### config.mk
export PLATFORM = sky130hd
export DESIGN_NAME = fcs_tx_append_flat
export DESIGN_NICKNAME = d
export VERILOG_FILES = /design/src/rtl/fcs_tx_append_pkg.sv /design/src/rtl/fcs_tx_append_if.sv /design/src/rtl/fcs_tx_append_crc32_byte_step.sv /design/src/rtl/fcs_tx_append.sv /design/src/flat_wrapper.sv
export SDC_FILE = /design/constraint.sdc
export NUM_CORES = 1
export LEC_CHECK = 0
export CORE_MARGIN = 10
export CORE_UTILIZATION = 45
export DETAILED_ROUTE_END_ITERATION = 12
export PLACE_DENSITY = 0.71
export SLEW_MARGIN = 20
export SYNTH_ARGS = -nofsm -noshare
export SYNTH_HDL_FRONTEND = slang
export SYNTH_SLANG_ARGS = --single-unit
### constraint.sdc
create_clock -name clk -period 5.52 [get_ports clk]
set_input_delay 1.104 -clock clk [delete_from_list [all_inputs] [get_ports clk]]
set_output_delay 1.104 -clock clk [all_outputs]
set_load 0.01 [all_outputs]
### src/rtl/fcs_tx_append_pkg.sv
// Shared types and CRC-32 constants for the FCS append path.
package fcs_tx_append_pkg;

  typedef enum logic [1:0] {
    ST_IDLE,
    ST_DATA,
    ST_PAD,
    ST_FCS
  } state_t;

  localparam logic [31:0] CRC_POLY          = 32'h04C11DB7;
  localparam logic [31:0] CRC_INITIAL_VALUE = 32'hFFFFFFFF;
  // Residue left after running the CRC over a frame plus its own FCS.
  localparam logic [31:0] CRC_REMAINDER     = 32'hC704DD7B;

endpackage

### src/rtl/fcs_tx_append_if.sv
// Byte stream with valid/ready handshake and end-of-frame marker.
interface fcs_tx_append_if;
  logic       valid;
  logic       ready;
  logic [7:0] data;
  logic       last;

  modport master (output valid, output data, output last, input ready);
  modport slave  (input valid, input data, input last, output ready);
endinterface

### src/rtl/fcs_tx_append_crc32_byte_step.sv
// One byte of IEEE 802.3 CRC-32, MSB-first, data folded into the top byte.
module crc32_byte_step
  import fcs_tx_append_pkg::*;
(
  input  logic [31:0] crc,
  input  logic [7:0]  data,
  output logic [31:0] next
);

  logic [31:0] c;

  always_comb begin
    c = crc ^ {data, 24'h000000};
    for (int i = 0; i < 8; i++) begin
      c = c[31] ? ((c << 1) ^ CRC_POLY) : (c << 1);
    end
  end

  assign next = c;

endmodule

### src/rtl/fcs_tx_append.sv
// Pads frames to MIN_LEN and appends the CRC-32 FCS; 1-cycle latency in to out.
// Backpressure: single output register, input stalls when it is full or during pad/FCS.
module fcs_tx_append #(
  parameter int unsigned MIN_LEN           = 60,
  parameter logic [31:0] CRC_INITIAL_VALUE = fcs_tx_append_pkg::CRC_INITIAL_VALUE
) (
  input  logic                   clk,
  input  logic                   reset,
  fcs_tx_append_if.slave         in_s,
  fcs_tx_append_if.master        out_m,
  output logic [15:0]            frame_count
);
  import fcs_tx_append_pkg::*;

  state_t      state;
  logic [31:0] crc;
  logic [31:0] crc_next;
  logic [15:0] byte_count;
  logic [15:0] bc_inc;
  logic [1:0]  fcs_idx;
  logic        out_valid;
  logic [7:0]  out_data;
  logic        out_last;
  logic        free;
  logic        short_frame;
  logic        pad_done;
  logic [7:0]  step_data;
  logic [7:0]  fcs_byte;

  assign free        = !out_valid || out_m.ready;
  assign in_s.ready  = free && (state == ST_IDLE || state == ST_DATA);
  assign step_data   = (state == ST_PAD) ? 8'h00 : in_s.data;
  assign bc_inc      = (byte_count == 16'hFFFF) ? byte_count : byte_count + 16'd1;
  assign short_frame = (MIN_LEN != 0) && (({16'd0, byte_count} + 32'd1) < MIN_LEN);
  assign pad_done    = {16'd0, bc_inc} >= MIN_LEN;

  assign out_m.valid = out_valid;
  assign out_m.data  = out_data;
  assign out_m.last  = out_last;

  crc32_byte_step u_step (
    .crc  (crc),
    .data (step_data),
    .next (crc_next)
  );

  // FCS goes out most-significant byte first, inverted.
  always_comb begin
    fcs_byte = 8'h00;
    case (fcs_idx)
      2'd0:    fcs_byte = ~crc[31:24];
      2'd1:    fcs_byte = ~crc[23:16];
      2'd2:    fcs_byte = ~crc[15:8];
      default: fcs_byte = ~crc[7:0];
    endcase
  end

  always_ff @(posedge clk) begin
    if (reset) begin
      state       <= ST_IDLE;
      crc         <= CRC_INITIAL_VALUE;
      byte_count  <= 16'd0;
      fcs_idx     <= 2'd0;
      out_valid   <= 1'b0;
      out_data    <= 8'h00;
      out_last    <= 1'b0;
      frame_count <= 16'd0;
    end else begin
      if (out_valid && out_m.ready && out_last) begin
        frame_count <= frame_count + 16'd1;
      end
      if (free) begin
        out_valid <= 1'b0;
        out_last  <= 1'b0;
        case (state)
          ST_IDLE, ST_DATA: begin
            if (in_s.valid) begin
              out_valid  <= 1'b1;
              out_data   <= in_s.data;
              crc        <= crc_next;
              byte_count <= bc_inc;
              if (in_s.last) begin
                state <= short_frame ? ST_PAD : ST_FCS;
              end else begin
                state <= ST_DATA;
              end
            end
          end
          ST_PAD: begin
            out_valid  <= 1'b1;
            out_data   <= 8'h00;
            crc        <= crc_next;
            byte_count <= bc_inc;
            if (pad_done) begin
              state <= ST_FCS;
            end
          end
          ST_FCS: begin
            out_valid <= 1'b1;
            out_data  <= fcs_byte;
            fcs_idx   <= fcs_idx + 2'd1;
            if (fcs_idx == 2'd3) begin
              out_last   <= 1'b1;
              state      <= ST_IDLE;
              crc        <= CRC_INITIAL_VALUE;
              byte_count <= 16'd0;
            end
          end
          default: state <= ST_IDLE;
        endcase
      end
    end
  end

endmodule
### src/flat_wrapper.sv
// flat-port wrapper written by rule: the top's interface ports become plain ports
module fcs_tx_append_flat import fcs_tx_append_pkg::*;
#(
  parameter int unsigned MIN_LEN           = 60,
  parameter logic [31:0] CRC_INITIAL_VALUE = fcs_tx_append_pkg::CRC_INITIAL_VALUE
)
  (clk, reset, frame_count, in_s_valid, in_s_data, in_s_last, in_s_ready, out_m_valid, out_m_data, out_m_last, out_m_ready);
  fcs_tx_append_if in_s_i ();
  fcs_tx_append_if out_m_i ();
  input  logic clk;
  input  logic reset;
  output logic [15:0] frame_count;
  input wire logic [$bits(in_s_i.valid)-1:0] in_s_valid;
  input wire logic [$bits(in_s_i.data)-1:0] in_s_data;
  input wire logic [$bits(in_s_i.last)-1:0] in_s_last;
  output wire logic [$bits(in_s_i.ready)-1:0] in_s_ready;
  output wire logic [$bits(out_m_i.valid)-1:0] out_m_valid;
  output wire logic [$bits(out_m_i.data)-1:0] out_m_data;
  output wire logic [$bits(out_m_i.last)-1:0] out_m_last;
  input wire logic [$bits(out_m_i.ready)-1:0] out_m_ready;
  assign in_s_i.valid = in_s_valid;
  assign in_s_i.data = in_s_data;
  assign in_s_i.last = in_s_last;
  assign in_s_ready = in_s_i.ready;
  assign out_m_valid = out_m_i.valid;
  assign out_m_data = out_m_i.data;
  assign out_m_last = out_m_i.last;
  assign out_m_i.ready = out_m_ready;
  fcs_tx_append #(.MIN_LEN(MIN_LEN), .CRC_INITIAL_VALUE(CRC_INITIAL_VALUE)) u_core (.clk(clk), .reset(reset), .in_s(in_s_i), .out_m(out_m_i), .frame_count(frame_count));
endmodule
==> impl_results.md <==
* Status: finished, final reports clean
* Chip height at 122 µm
* Wirelength per Cell at 16.7 µm
* Initial antenna violation count at 0
* Ranking of synthesized cells by area: dfxtp_1, xnor2_1, xor2_1, nor2_1, a21oi_1
* Post-synth top cells: dfxtp_1, nor2_1, a21oi_1, xnor2_1, nand2_1
* H-tree levels at 3
* Mapped cell area at 4680 µm²
* Final WS setup at 2.03 ns
* Number of enable flip-flop cells after synthesis at 0
* Critical path endpoint category: primary output
* Power per cell area at 468 nW/µm²
* Primary FF master, synth: dfxtp_1
* Largest net degree at the start of global routing at 63
* Most common cell in the netlist: dfxtp_1
* Worst EP required at 4.42 ns
* Post-Syn Area per Cell at 8.70 µm²
* Max Fclk at 286 MHz
* Yosys top cell area share at 33.4%
* Overall Global Routing Usage at 15.8%
* Layout Nets at 579
* Setup Skew at 0.0120 ns
* Arrival time at the worst endpoint at 2.39 ns
* # clock sinks at 78
* Post-CTS setup buffers at 0
* Drt pass-1 iters at 5
* Placer's final routability congestion estimate at 0.865
* Clock Tree Root: clkbuf_8
* DR DRC count at 0
* Critical path class: input pin to primary output
* Synth Instances at 538
* Worst-case clock buffer depth at 2
* Worst skew pair latency at 0.35 ns
* FILL cells at 952
* Die footprint at 14,900 µm²
* Synth Warn # at 0
* CP Max Fanout at 6
* Endpoints failing hold at 0
* Via count at 3,924
* Ports at 40
* Setup Slack @ Placement at 1.94 ns
* Syn Nets at 557
* Max-Cap Viols at 0
* HPWL after DPL at 8.08 mm
* Remaining global-route overflow at 0
* CTS buffer count at 9
* Hold slack at 0.503 ns
* Die X-Extent at 122 µm
* Final slew viol count at 0
* Rows at 37
* I/O Buffers at 39
* Worst-path clk slew at 0.09 ns
* Slew HR at 34.6%
* Final setup viols at 0
* Vias/cell at 5.60
* Slew @ Worst Pin at 0.981 ns
* Class of the worst hold path: flip-flop to flip-flop
* Layout cell share with drive strength beyond 1 at 8.14%
* Worst VDD drop at 0.281 mV
* P&R area growth vs syn at 13.9%
* CORE AREA at 10,200 µm²
* Critical Path Start Type: input pin
* Fin Setup TNS at 0 ns
* Post-CTS resize count at 0
* Initial core utilization at 45.8%
* DRT Wirelength at 11.7 mm
* Netlist cell types at 60
* First-pass GRT wire length at 19.0 mm
* CTS tree: yes
* LEAKAGE at 0.00197 µW
* N_diodes at 0
* # hold bufs at CTS at 0
* Post-synthesis sequential area ratio at 33.4%
* Fin crit share at 63.2%
* Routed Antenna Nets at 0
* Yosys top cell by area: dfxtp_1
* Synth Register Bits at 78
* RSZ-0062 raised after global routing: no
* Vias in the first global route at 3,754
* Starting DRT DRC Count at 233
* Fin crit period at 3.49 ns
* Ys async rst share at 0%
## cell families after synthesis
family | synth area share (%)
and+or+nand+nor | 19.3
DFF | 33.4
adders and majority gates | 1.60
xor gates and xnor gates | 23.1
AOI/OAI and AO/OA | 17.8
muxes | 0.642
buffers and inverters | 4.17
## worst max-delay path: stages
cell	delay (ns)
clkdlybuf4s50_1	0.41
nor2b_1	0.31
nor2_1	0.07
clkdlybuf4s50_1	0.49
## metal layers
layer  up-vias  wire length [µm]  part of all wire, %  track usage, %
li1       1908                 -                    -               -
met1      1879              5070                   43            19.1
met2       108              5750                   49            26.4
met3        29               625                  5.3            3.33
met4         0               296                  2.5            7.15
met5         -                 0                    0               0
## layout by cell type (no fill, tap or decap), types with 5 or more instances in the layout
cell and n:
xor2_1 29, clkbuf_8 10, nor2_1 65, nand2_1 35
nand4_1 6, dfxtp_1 78, nor3_1 12, nand2b_1 17
nand3_1 10, xor3_1 6, clkdlybuf4s50_1 38, buf_4 5
o22ai_1 18, a21oi_1 44, a22oi_1 6, a211oi_1 20
o21ai_0 25, xnor3_1 5, inv_1 10, xnor2_1 41
and3_1 6, ha_1 6, nor2b_1 5
## where the power goes
group	switching [µW]	internal [µW]	leakage, µW
clock network	227	224	0.000103
registers	101	658	0.000639
logic	586	697	0.00123
## final cells by class
| type | count | area, µm² | area share [%] |
|---|---|---|---|
| clock inverters | 6 | 68.8 | 1.29 |
| repair buffers | 44 | 423 | 7.93 |
| well taps | 136 | 170 | 3.19 |
| inverters | 12 | 45.0 | 0.845 |
| flip-flops and latches | 78 | 1560 | 29.3 |
| multi-input cells | 415 | 2930 | 54.9 |
| clock buffers | 10 | 138 | 2.58 |
## worst paths after layout
kind	from	endpoint	slack, ns	cells past startpoint
hold / removal	u_core.out_m.data[4]	u_core.out_m.data[4]	0.50	2
hold reg to reg	u_core.out_m.data[4]	u_core.out_m.data[4]	0.50	2
setup / recovery	out_m_ready	in_s_ready	2.03	4
setup reg to reg	u_core.fcs_idx[0]	u_core.crc[17]	2.76	7
## registers in the layout, indices dropped and copies added (netlist names)
name / cells
u_core.fcs_idx: 2
u_core.frame_count: 16
u_core.out_m.last: 1
u_core.byte_count: 16
u_core.state: 2
u_core.crc: 32
u_core.out_m.valid: 1
u_core.out_m.data: 8
## metrics by stage
stage	instances	power (µW)	util [%]	area, µm²
after floorplan	538	1830	-	4680
after global placement	685	2020	50.1	5120
after detailed placement	685	2040	50.1	5120
after CTS	701	2500	52.1	5330
after global routing	701	2650	52.1	5330
final	701	2490	52.1	5330
No activity file was read; power rests on OpenSTA's default activity.
